==> src/rtl/pipeline_if.sv <==
// Instruction fetch front end. Issues word fetches within an in-flight budget,
// tags each response with its PC, and buffers instructions for decode. Redirects flush the pipe.
module pipeline_if #(
   parameter logic [31:0] RESET_PC = 32'h0000_0000,
   parameter int unsigned DEPTH    = 2
) (
   input  logic        clk,
   input  logic        rst,
   output logic        imem_req_valid,
   input  logic        imem_req_ready,
   output logic [31:0] imem_req_addr,
   input  logic        imem_resp_valid,
   input  logic [31:0] imem_resp_data,
   input  logic        redirect_valid,
   input  logic [31:0] redirect_pc,
   output logic        id_valid,
   input  logic        id_ready,
   output logic [31:0] id_inst,
   output logic [31:0] id_pc
);
   localparam int unsigned PTR_W = $clog2(DEPTH);
   localparam int unsigned CNT_W = $clog2(DEPTH + 1);
   localparam int unsigned SUM_W = CNT_W + 1;
   localparam logic [31:0] NOP   = 32'h0000_0013;

   logic             r_run;
   logic [31:0]      r_pc;
   logic [CNT_W-1:0] r_in_flight;
   logic [CNT_W-1:0] r_drop_count;
   logic [CNT_W-1:0] r_buf_cnt;
   logic [PTR_W-1:0] r_tag_rd;
   logic [PTR_W-1:0] r_tag_wr;
   logic [PTR_W-1:0] r_buf_rd;
   logic [PTR_W-1:0] r_buf_wr;
   logic [31:0]      r_tag_mem  [DEPTH];
   logic [31:0]      r_buf_inst [DEPTH];
   logic [31:0]      r_buf_pc   [DEPTH];

   logic             w_accept;
   logic             w_resp;
   logic             w_dropping;
   logic             w_keep;
   logic             w_pop;
   logic             w_budget_ok;
   logic [SUM_W-1:0] w_occupancy;
   logic [31:0]      w_redirect_tgt;

   // In-flight count includes responses still owed from before a redirect.
   assign w_occupancy    = SUM_W'(r_in_flight) + SUM_W'(r_buf_cnt);
   assign w_budget_ok    = w_occupancy < SUM_W'(DEPTH);
   assign imem_req_valid = r_run && w_budget_ok && !redirect_valid;
   assign imem_req_addr  = r_pc;
   assign w_accept       = imem_req_valid && imem_req_ready;
   assign w_resp         = imem_resp_valid && (r_in_flight != '0);
   assign w_dropping     = r_drop_count != '0;
   assign w_keep         = w_resp && !w_dropping && !redirect_valid;
   assign w_pop          = id_valid && id_ready && !redirect_valid;
   assign w_redirect_tgt = redirect_pc & ~32'h0000_0003;

   assign id_valid = r_buf_cnt != '0;
   assign id_inst  = id_valid ? r_buf_inst[r_buf_rd] : NOP;
   assign id_pc    = id_valid ? r_buf_pc[r_buf_rd]   : 32'h0000_0000;

   always_ff @(posedge clk or negedge rst) begin
      if (!rst) begin
         r_run        <= 1'b0;
         r_pc         <= RESET_PC;
         r_in_flight  <= '0;
         r_drop_count <= '0;
         r_buf_cnt    <= '0;
         r_tag_rd     <= '0;
         r_tag_wr     <= '0;
         r_buf_rd     <= '0;
         r_buf_wr     <= '0;
      end else begin
         r_run <= 1'b1;

         if (redirect_valid) begin
            r_pc <= w_redirect_tgt;
         end else if (w_accept) begin
            r_pc <= r_pc + 32'd4;
         end

         if (w_accept && !w_resp) begin
            r_in_flight <= r_in_flight + CNT_W'(1);
         end else if (!w_accept && w_resp) begin
            r_in_flight <= r_in_flight - CNT_W'(1);
         end

         // Everything still owed at a redirect becomes stale; a response in that cycle is discarded too.
         if (redirect_valid) begin
            r_drop_count <= r_in_flight - CNT_W'(w_resp);
         end else if (w_resp && w_dropping) begin
            r_drop_count <= r_drop_count - CNT_W'(1);
         end

         if (redirect_valid) begin
            r_tag_rd <= '0;
            r_tag_wr <= '0;
         end else begin
            if (w_accept) r_tag_wr <= r_tag_wr + PTR_W'(1);
            if (w_keep)   r_tag_rd <= r_tag_rd + PTR_W'(1);
         end

         if (redirect_valid) begin
            r_buf_rd  <= '0;
            r_buf_wr  <= '0;
            r_buf_cnt <= '0;
         end else begin
            if (w_keep) r_buf_wr <= r_buf_wr + PTR_W'(1);
            if (w_pop)  r_buf_rd <= r_buf_rd + PTR_W'(1);
            if (w_keep && !w_pop) begin
               r_buf_cnt <= r_buf_cnt + CNT_W'(1);
            end else if (!w_keep && w_pop) begin
               r_buf_cnt <= r_buf_cnt - CNT_W'(1);
            end
         end
      end
   end

   // Storage arrays need no reset; occupancy is tracked by the pointers and counts above.
   always_ff @(posedge clk) begin
      if (w_accept) begin
         r_tag_mem[r_tag_wr] <= r_pc;
      end
      if (w_keep) begin
         r_buf_inst[r_buf_wr] <= imem_resp_data;
         r_buf_pc[r_buf_wr]   <= r_tag_mem[r_tag_rd];
      end
   end
endmodule
==> config.mk <==
export PLATFORM = sky130hd
export DESIGN_NAME = pipeline_if
export DESIGN_NICKNAME = d
export VERILOG_FILES = /design/src/rtl/pipeline_if.sv
export SDC_FILE = /design/constraint.sdc
export NUM_CORES = 1
export LEC_CHECK = 0
export ABC_AREA = 1
export BUFFER_PORTS_ARGS = -buffer_cell sky130_fd_sc_hd__buf_2
export CAP_MARGIN = 15
export CELL_PAD_IN_SITES_DETAIL_PLACEMENT = 1
export CELL_PAD_IN_SITES_GLOBAL_PLACEMENT = 1
export CORE_UTILIZATION = 34
export DETAILED_ROUTE_END_ITERATION = 8
export PLACE_DENSITY_LB_ADDON = 0.25
export SYNTH_ARGS = -nofsm -noshare
export SYNTH_HDL_FRONTEND = slang
export SYNTH_SLANG_ARGS = --single-unit
==> constraint.sdc <==
create_clock -name clk -period 5.35 [get_ports clk]
set_clock_uncertainty 0.15 [all_clocks]
set_input_delay 1.07 -clock clk [delete_from_list [all_inputs] [get_ports clk]]
set_output_delay 1.07 -clock clk [all_outputs]
set_load 0.01 [all_outputs]
Yosys cells after proc, flatten, opt, wreduce, memory -nomap -nowiden
Memory sizes are Yosys's and may differ from the RTL's.
Index checks and enable logic that the tools add are counted.
{"block": "classes", "addsub": 12, "n_lt_le_gt_ge": 1, "mux": 23, "reduce_logical": 28}
{"operator": "$mux W32", "count": 4}
{"operator": "$add A32 B3 Y32 const B", "count": 1}
{"operator": "$reduce_bool A2 Y1", "count": 8}
{"operator": "$mux W2", "count": 7}
{"operator": "$logic_and A1 B1 Y1", "count": 13}
{"operator": "$mux W1", "count": 12}
{"operator": "$logic_not A1 Y1", "count": 6}
{"operator": "$sub A2 B1 Y2 const B", "count": 3}
{"operator": "$add A1 B1 Y1 const B", "count": 4}
{"operator": "$add A2 B1 Y2 const B", "count": 2}
{"operator": "$add A2 B2 Y3", "count": 1}
{"operator": "$lt A3 B2 Y1 const B", "count": 1}
{"operator": "$reduce_bool A3 Y1", "count": 1}
{"operator": "$sub A2 B1 Y2", "count": 1}
{"block": "word_totals", "register_bits": 43, "mem_bits_rw": 192, "in_bits": 70, "output_inout_bits": 98, "memories": 3}
{"memory": "r_buf_inst", "depth": 2, "word_bits": 32, "rd": 1, "rd_clocked_by_memory_dff": 0, "write_ports": 1, "line": "36", "source": "logic [31:0] r_buf_inst [DEPTH];"}
{"memory": "r_buf_pc", "depth": 2, "word_bits": 32, "rd": 1, "rd_clocked_by_memory_dff": 0, "write_ports": 1, "line": "37", "source": "logic [31:0] r_buf_pc [DEPTH];"}
{"memory": "r_tag_mem", "depth": 2, "word_bits": 32, "rd": 1, "rd_clocked_by_memory_dff": 0, "write_ports": 1, "line": "35", "source": "logic [31:0] r_tag_mem [DEPTH];"}

Longest topological paths before layout
{"block": "logic_depth", "depth_word": 9, "ltp_mapped": 11}

Worst setup path before layout
OpenSTA, ideal clock, no wires.
{"block": "synth_path", "kind": "input to register", "start": "in redirect_valid", "end": "mem r_buf_inst[0][0], enable pin", "setup_ns": 0.482, "arrival_ns": 4.192, "t_required_ns": 4.718, "slack_ns": 0.526, "cell_stages": 5, "path_buffers": 2, "path_cell_list": "buf_4 inv_2 buf_2 nand2_1 nor2_1"}
{"block": "synth_via", "elab_chain_len": 4}
{"element": "start: declaration", "line": "14", "source": "input logic redirect_valid,"}
{"element": "$logic_not A1 Y1", "line": "56", "source": "assign w_keep = w_resp && !w_dropping && !redirect_valid;"}
{"element": "$logic_and A1 B1 Y1", "line": "56"}
{"element": "$mux W1", "line": "126", "source": "if (w_keep) begin"}
{"element": "$mux W1 (implied by the code)", "line": "127", "source": "r_buf_inst[r_buf_wr] <= imem_resp_data;"}
{"element": "end: declaration", "line": "36"}
Every way passes these cells.

Worst setup path in the final report
{"block": "layout_path", "start": "reg r_buf_cnt[1]", "end": "out id_inst[21]"}
{"block": "layout_via", "elab_chain_len": 2}
{"element": "start: declaration", "line": "30", "source": "logic [CNT_W-1:0] r_buf_cnt;"}
{"element": "start signal: assignment", "line": "113", "source": "r_buf_cnt <= r_buf_cnt + CNT_W'(1);"}
{"element": "start signal: assignment", "line": "115", "source": "r_buf_cnt <= r_buf_cnt - CNT_W'(1);"}
{"element": "$reduce_bool A2 Y1", "line": "60", "source": "assign id_valid = r_buf_cnt != '0;"}
{"element": "$mux W32", "line": "61", "source": "assign id_inst = id_valid ? r_buf_inst[r_buf_rd] : NOP;"}
{"element": "end: declaration", "line": "18", "source": "output logic [31:0] id_inst,"}
Every way passes these cells.

==> out/qor.csv <==
metric,value,unit
status,"finished, final reports clean",
num rows,61,
Crit. End Element,output port,
sequential share of power,0.429,
Crit Path Max Fanout,31,
initial antenna violation count,0,
initial core utilization,0.348,
clock power share,0.332,
final core occ,0.422,
dpl cell area,10900,µm²
"Area growth, synth to finish",21.3,%
Routability Congestion,0.761,
worst-margin pin slew,0.908,ns
min cycle time layout,3.58,ns
"leading cell type in the layout, fill and taps excluded",nand2_1,
internal power,3.62,mW
# DRC,0,
Multi-input gate area,2770,µm²
crit-path cells,"nor2_4, buf_4, a21oi_1, buf_2",
most frequent cells in the layout,"305 x nand2_1, 184 x edfxtp_1, 161 x buf_2",
Cell variety after synth,37,
Clock Path Buffers,3,
Root Driver,clkbuf_16,
fillcell total,3159,
max-cap violations,0,
Final ANT Viol Nets,0,
Vias/cell,4.72,
DIE WIDTH,171,µm
Net Sw Frac,0.318,
Placed Cells incl. Taps,1404,
final max-slew violation count,0,
core area,27900,µm²
final hold vios,0,
"Max stage delay cell, worst path",nor2_4,
overall die height,171,µm
CTS tree,done,
Pleak,4.83,nW
clk sinks,225,
vias in the first global route,7050,
unrepaired setup endpoints after global routing,no,
post-CTS setup buffers,0,
combinational power share,0.238,
# port buffers,161,
Top Ports,168,
worst min-delay path class,flop to flop,
"Seq/Total Area, Yosys",0.674,
Cell Pwr Density,450,nW/µm²
"Hold-fix buffers, CTS",0,
Clock transition at path regs,0.06,ns
Area contributors post-synth,"edfxtp_1 57%, nand2_1 12%, dfrtp_1 11%, mux2_2 3.4%, a21oi_1 3.3%",
sequential cell area,6550,µm²
Final Cycle Share,0.669,
"Buf+Inv Stages, Crit Path",2,
Max transition margin,0.395,
startpoint types,flop,
largest net degree at the start of global routing,64,
post-detail-place hpwl,16.5,mm
"Clk Latency, worst-skew pair",0.52,ns
htree depth,1,
GRT Total Usage,0.172,
overall power,5.31,mW
"delay-heaviest family, CP",simple AND/OR/NAND/NOR gates,
setup violators final,0,
cts repair resizes,0,
"Cell Area, Synth",9720,µm²
"Req. time, crit path",4.13,ns
final instance area,11800,µm²
Iteration-0 DRC Markers,345,
mean post-synth cell area,11.0,µm²
setup ws final,1.77,ns
Num CTS Buffers,26,
share of layout cells above drive strength 1,0.251,
Pre-Repair DR Iteration Count,4,
post-DR wirelength/cell,17.0,µm
vias,6850,
worst ir drop on vdd,202,µV
antenna cells,0,
post-route setup TNS,0,ns
global-route wire length before repair,38.8,mm
Final Non-Filler Cells,1452,
Yosys Warn Count,0,
total gr overflow,0,
#FFs+latches synth,225,
NumNets Final,1129,
"Worst Path Class, Setup",flop to output port,
Psw,1.69,mW
Max stage delay on crit path,0.72,ns
Max Fclk,279,MHz
DIE AREA,29300,µm²
top cell type's share of synthesized area,0.568,
top cell type by total area after synthesis,edfxtp_1,
Mapped Cells,887,
worst path arrival time,2.36,ns
Fin Hold WS,0.356,ns
Setup WS pre-CTS,1.74,ns
final WL,24.7,mm
power by group through the flow:
stage                     registers, mW  logic, mW  clock network, mW
final                              2.28       1.27               1.77
after CTS                          2.28       1.30               1.81
after global placement             2.31       1.26                  0
after detailed placement           2.32       1.30                  0
after floorplan                    2.28      0.771                  0
after global routing               2.31       1.44               1.88
per-layer routing:
layer | up-vias | global-route usage | wire, µm
met2 | 174 | 0.294 | 11500
met4 | 0 | 0.0431 | 450
met5 | - | 0 | 0
met3 | 36 | 0.0317 | 1380
li1 | 3312 | - | -
met1 | 3328 | 0.225 | 11400
synthesized netlist by cell type, drive strengths merged:
cell / n
xnor2: 2
clkbuf: 13
o211ai: 7
dfrtp: 41
fa: 1
conb: 2
o21bai: 4
buf: 24
mux2: 30
nand3b: 2
nand4: 1
ha: 4
o22ai: 1
o31ai: 1
nand2: 309
a21oi: 64
xor2: 6
nor3: 3
nor2: 57
inv: 64
and2: 1
nand3: 38
or2: 1
o21ai: 27
edfxtp: 184
registers in the layout, indices dropped and copies added, names as in the netlist:
register	flops
r_buf_rd	1
imem_req_addr	30
r_buf_inst	64
r_in_flight	2
r_buf_cnt	2
r_tag_wr	1
r_buf_wr	1
r_tag_mem	60
r_run	1
r_buf_pc	60
r_drop_count	2
r_tag_rd	1
cell families (layout without fill, tap and decap cells):
family	count (synthesis)	after routing	share of synthesized area
simple gates	412	412	0.174
xor+xnor	8	8	0.00798
buf+inv	101	285	0.0447
compound gates	104	104	0.0568
flops	225	225	0.674
other cells	2	5	0.000773
fa+ha+maj	5	5	0.00721
mux	30	30	0.0348
path summary, 6_finish.rpt:
check	from	end	slack (ns)	cells after the start
max in group asynchronous	rst	r_buf_rd$_DFFE_PN0P_	4.11	2
min in group asynchronous	rst	imem_req_addr[25]$_DFFE_PN0P_	0.47	2
max reg2reg	r_buf_cnt[0]$_DFFE_PN0P_	r_in_flight[1]$_DFFE_PN0P_	2.40	10
min reg2reg	r_tag_rd$_DFFE_PN0P_	r_tag_rd$_DFFE_PN0P_	0.36	1
max	r_buf_cnt[1]$_DFFE_PN0P_	id_inst[21]	1.77	4
min	r_tag_rd$_DFFE_PN0P_	r_tag_rd$_DFFE_PN0P_	0.36	1
cell type report:
type                       instances  area share
inverter                          64      0.0204
clock buffer                      28      0.0576
timing repair buffer             173      0.0760
sequential                       225       0.556
multi-input combinational        564       0.235
clock inverter                    20      0.0158
tap                              378      0.0401
No activity file was read; power rests on OpenSTA's default activity.
